`src/rtl/conv_mac_pipe.sv`:
```
// Pipelined signed window-by-kernel MAC with valid/ready flow control, arithmetic
// right-shift normalisation, optional ReLU, saturation to BITS and a sticky saturation counter.
module conv_mac_pipe #(
    parameter int BITS        = 9,
    parameter int KERNEL_SIZE = 3,
    parameter int SHIFT_W     = 4,
    parameter int CNT_W       = 16
) (
    input  logic                                    clk,
    input  logic                                    reset,
    input  logic                                    in_valid,
    output logic                                    in_ready,
    input  logic [KERNEL_SIZE*KERNEL_SIZE*BITS-1:0] window_in,
    input  logic [KERNEL_SIZE*KERNEL_SIZE*BITS-1:0] kernel_in,
    input  logic [SHIFT_W-1:0]                      shift_amt,
    input  logic                                    relu_en,
    output logic                                    out_valid,
    input  logic                                    out_ready,
    output logic [BITS-1:0]                         pixel_out,
    output logic                                    sat_out,
    output logic [CNT_W-1:0]                        sat_count,
    input  logic                                    sat_count_clr
);

    localparam int N  = KERNEL_SIZE * KERNEL_SIZE;
    localparam int PW = 2 * BITS;
    localparam int SW = PW + $clog2(N);
    localparam int MAX_I = 2 ** (BITS - 1) - 1;
    localparam int MIN_I = -(2 ** (BITS - 1));
    localparam logic signed [SW-1:0] SAT_HI = SW'(MAX_I);
    localparam logic signed [SW-1:0] SAT_LO = SW'(MIN_I);

    logic                   advance;
    logic signed [PW-1:0]   prod_q [N];
    logic [SHIFT_W-1:0]     shift_q1;
    logic                   relu_q1;
    logic                   v1;
    logic signed [SW-1:0]   sum_c;
    logic signed [SW-1:0]   sum_q;
    logic [SHIFT_W-1:0]     shift_q2;
    logic                   relu_q2;
    logic                   v2;
    logic signed [SW-1:0]   sh_c;
    logic [BITS-1:0]        pix_c;
    logic                   sat_c;

    // Every stage holds whenever the output register is full and not being taken.
    assign advance  = !out_valid || out_ready;
    assign in_ready = advance;

    always_ff @(posedge clk or posedge reset) begin
        if (reset) begin
            v1       <= 1'b0;
            shift_q1 <= '0;
            relu_q1  <= 1'b0;
            for (int i = 0; i < N; i++) prod_q[i] <= '0;
        end else if (advance) begin
            v1       <= in_valid;
            shift_q1 <= shift_amt;
            relu_q1  <= relu_en;
            for (int i = 0; i < N; i++)
                prod_q[i] <= $signed(window_in[i*BITS +: BITS]) * $signed(kernel_in[i*BITS +: BITS]);
        end
    end

    always_comb begin
        sum_c = '0;
        for (int i = 0; i < N; i++)
            sum_c = sum_c + {{(SW-PW){prod_q[i][PW-1]}}, prod_q[i]};
    end

    always_ff @(posedge clk or posedge reset) begin
        if (reset) begin
            v2       <= 1'b0;
            sum_q    <= '0;
            shift_q2 <= '0;
            relu_q2  <= 1'b0;
        end else if (advance) begin
            v2       <= v1;
            sum_q    <= sum_c;
            shift_q2 <= shift_q1;
            relu_q2  <= relu_q1;
        end
    end

    // ReLU is applied before clipping, so a ReLU-zeroed result never reports saturation.
    always_comb begin
        sh_c = sum_q >>> shift_q2;
        if (relu_q2 && sh_c < 0)
            sh_c = '0;
        sat_c = 1'b0;
        pix_c = sh_c[BITS-1:0];
        if (sh_c > SAT_HI) begin
            pix_c = SAT_HI[BITS-1:0];
            sat_c = 1'b1;
        end else if (sh_c < SAT_LO) begin
            pix_c = SAT_LO[BITS-1:0];
            sat_c = 1'b1;
        end
    end

    always_ff @(posedge clk or posedge reset) begin
        if (reset) begin
            out_valid <= 1'b0;
            pixel_out <= '0;
            sat_out   <= 1'b0;
        end else if (advance) begin
            out_valid <= v2;
            pixel_out <= pix_c;
            sat_out   <= sat_c;
        end
    end

    always_ff @(posedge clk or posedge reset) begin
        if (reset)
            sat_count <= '0;
        else if (sat_count_clr)
            sat_count <= '0;
        else if (out_valid && out_ready && sat_out && sat_count != '1)
            sat_count <= sat_count + 1'b1;
    end

endmodule
```
`config.mk`:
```
export PLATFORM = sky130hd
export DESIGN_NAME = conv_mac_pipe
export DESIGN_NICKNAME = d
export VERILOG_FILES = /design/src/rtl/conv_mac_pipe.sv
export SDC_FILE = /design/constraint.sdc
export NUM_CORES = 2
export LEC_CHECK = 0
export CAP_MARGIN = 20
export CORE_ASPECT_RATIO = 1.2
export CORE_MARGIN = 4
export CORE_UTILIZATION = 25
export CTS_BUF_LIST = sky130_fd_sc_hd__clkbuf_8
export CTS_CLUSTER_DIAMETER = 100
export DETAILED_ROUTE_END_ITERATION = 16
export MAX_ROUTING_LAYER = met4
export PLACE_DENSITY = 0.52
export SLEW_MARGIN = 20
export SYNTH_ARGS = -nofsm -noshare
export SYNTH_HDL_FRONTEND = slang
export SYNTH_SLANG_ARGS = --single-unit
export TNS_END_PERCENT = 50
```
`constraint.sdc`:
```
create_clock -name clk -period 8.56 [get_ports clk]
set_clock_uncertainty 0.15 [all_clocks]
set_input_delay 2.14 -clock clk [delete_from_list [all_inputs] [get_ports clk]]
set_output_delay 2.14 -clock clk [all_outputs]
set_load 0.01 [all_outputs]
```
==> results.cfg <==
[synth]
ys_ff_latch = 223
synth-compound-area-share_pct = 6.60
netlist.top_cell.by_area = fa_1
synth_fa_ha_area_share_pct = 48.3
synth_flop_cell = dfrtp_1
yosysTopAreaCellShare_pct = 37.2
yosysWarnings = 0
synthSimpleGateAreaFrac_pct = 15.3
yosys-top-cells-count = inv_1, fa_1, nand2_1
yosysMostFrequentCell = inv_1
synth-seq-area-share_pct = 13.6
synth-xor-area-share_pct = 3.51
synth_cell_types = 65
netlist_area_sq_um = 40900
syn_nets = 5820
synthMuxAreaShare_pct = 1.95
netlist_instances = 4524
avgSynthCellArea_sq_um = 9.04
synth-edff-count = 0
synth_top_family_by_area = adder cells
async_flop_share_pct = 100
yosys-top-cells-area = fa_1, dfrtp_1, ha_1

[placement]
place_congestion = 0.855
dpl_cell_area_sq_um = 45100
dpl.hpwl_microns = 91100
port_buffers = 199

[drt]
route.met3.wl_microns = 3070
post_drt_wl_per_cell_microns = 15.7
antenna_left = 0
vias_per_cell = 4.32
drt_iter0_drc = 1232
met1_length_microns = 42700
firstDrtPassIters = 5
drc = 0
drt_wl_total_microns = 107000
dr_wl_met2_microns = 58000
vias = 29307
top_layer_used = met4

[setup_path]
r2r_start = prod_q[110]
reg2reg_slack_ps = 3500
critPathLaunch = kernel_in[72]
cp-end-kind = flop
crit_type = in -> reg
cp_max_fo = 9
worstReg2RegEnd = sum_q[20]
startpoint_type = input port
cp-endpoint = prod_q[16]
ff2ff_path_depth = 16
cp.arrival_ps = 7360
worstPathRequired_ps = 8860

[worst_hold_path]
hold_class = reg -> reg

[global_routing]
grt_first_pass_wirelength_microns = 176000
antenna_found_initial = 6
grtUsageTotal_pct = 13.3
globalRouteOverflowTotal = 0
grt_max_degree = 185
grt_pass1_vias = 32232

[clocking]
cts_max_level = 2
post_cts_resized = 0
post-cts-setup-buffer-count = 0
clockBufferDepth = 3
clkSlewWorstSetupHoldPaths_ps = 60
clock_sinks = 223
insertion_delay_ps = 660
cts_root_buffer = clkbuf_8
cts_tree = built
cts_buffers = 46
cts_hold_buf = 0

[timing]
slew_violations = 0
fmax_mhz = 142
fin_crit_sh_pct = 82.4
final.setup.tns_ps = 0
setup_viol = 0
rsz0062_at_grt = no
final.min_clock_period_ps = 7050
hold_violations = 0
worst_pin_slew_ps = 833
max_slew_margin_pct = 44.4

[layout]
area_growth_syn_to_layout_pct = 12.6
finalInstanceArea_sq_um = 46100
drive_gt1_share_pct = 2.84
post-route-util_pct = 28.3
nNetsFinal = 5911

[outcome]
status = finished, final reports clean

[floorplanning]
die_area_sq_um = 170000
ios = 200
die_h_microns = 451
die_x_microns = 377
start_util_pct = 25.2
num_rows = 162
core_sq_um = 163000

[run]
maxCapViolations = 0
==> metal layers <==
metal	GRT usage (%)	vias up
li1	-	13935
met1	15.4	14860
met2	24.6	379
met3	1.41	133
met4	3.39	0
met5	-	-
==> placed cells by master (no fill, tap or decap), drive strengths merged, types with 18 or more instances in the layout <==
master / n
mux4: 20
a211oi: 19
clkbuf: 54
nand2: 651
nand3: 49
clkdlybuf4s50: 199
ha: 365
nor2b: 34
a21oi: 151
nor2: 231
and2: 271
or3: 18
nand2b: 37
o211ai: 23
nor3: 53
fa: 759
dfrtp: 223
xor2: 67
inv: 990
o21ai: 123
xnor2: 97
==> critical path: stages <==
cell	delay, ps
clkdlybuf4s50_1	680
nand2_1	140
fa_1	550
inv_1	60
fa_1	500
inv_1	50
fa_1	520
inv_1	40
fa_1	380
fa_1	470
ha_1	340
nand2_1	70
o21ai_0	130
o41ai_1	450
o21ai_0	210
o41ai_1	330
xor2_1	180
o21ai_0	90
==> cells by family (layout without fill, tap and decap cells) <==
group,Yosys count,in the layout
xor gates and xnor gates,164,164
AOI/OAI and AO/OA,437,437
other,0,4
DFF,223,223
muxes,52,52
and+or+nand+nor,1374,1374
adders and majority gates,1124,1124
buffers and inverters,1150,1274
==> per-stage QoR <==
step                      worst slack, ps  hold WS (ps)  cells
final                                1510           303   6784
after global routing                 1120           321   6784
after CTS                            1550           299   6780
after detailed placement              891           302   6699
after global placement                906           293   6699
after floorplan                       164           280   4524
==> how the worst min path moves through the flow <==
stage / start / to / slack [ps] / depth (start not counted)
floorplan: v2 / v2 / 280 / 2
global placement: v2 / v2 / 290 / 2
detailed placement: v2 / v2 / 300 / 2
CTS: v2 / out_valid / 300 / 1
global route: v2 / out_valid / 320 / 1
finish: v2 / out_valid / 300 / 1
==> area by class of cell <==
cell class,instances,area (sq um)
Sequential cell,223,5580
Fill cell,17356,117000
Antenna cell,4,10.0
Clock inverter,27,241
Tap cell,2132,2670
Clock buffer,54,743
Multi-Input combinational cell,3151,31000
Timing Repair Buffer,216,2160
Inverter,977,3680
==> flip-flops by register name (all words and copies together), names as in the netlist, 4 cells and up <==
name and cells:
shift_q2 4, pixel_out 9, sum_q 22, shift_q1 4, sat_count 16, prod_q 162
Power is not shown: default switching activity piles up to over one toggle a cycle in this logic, so the estimate is an artifact.
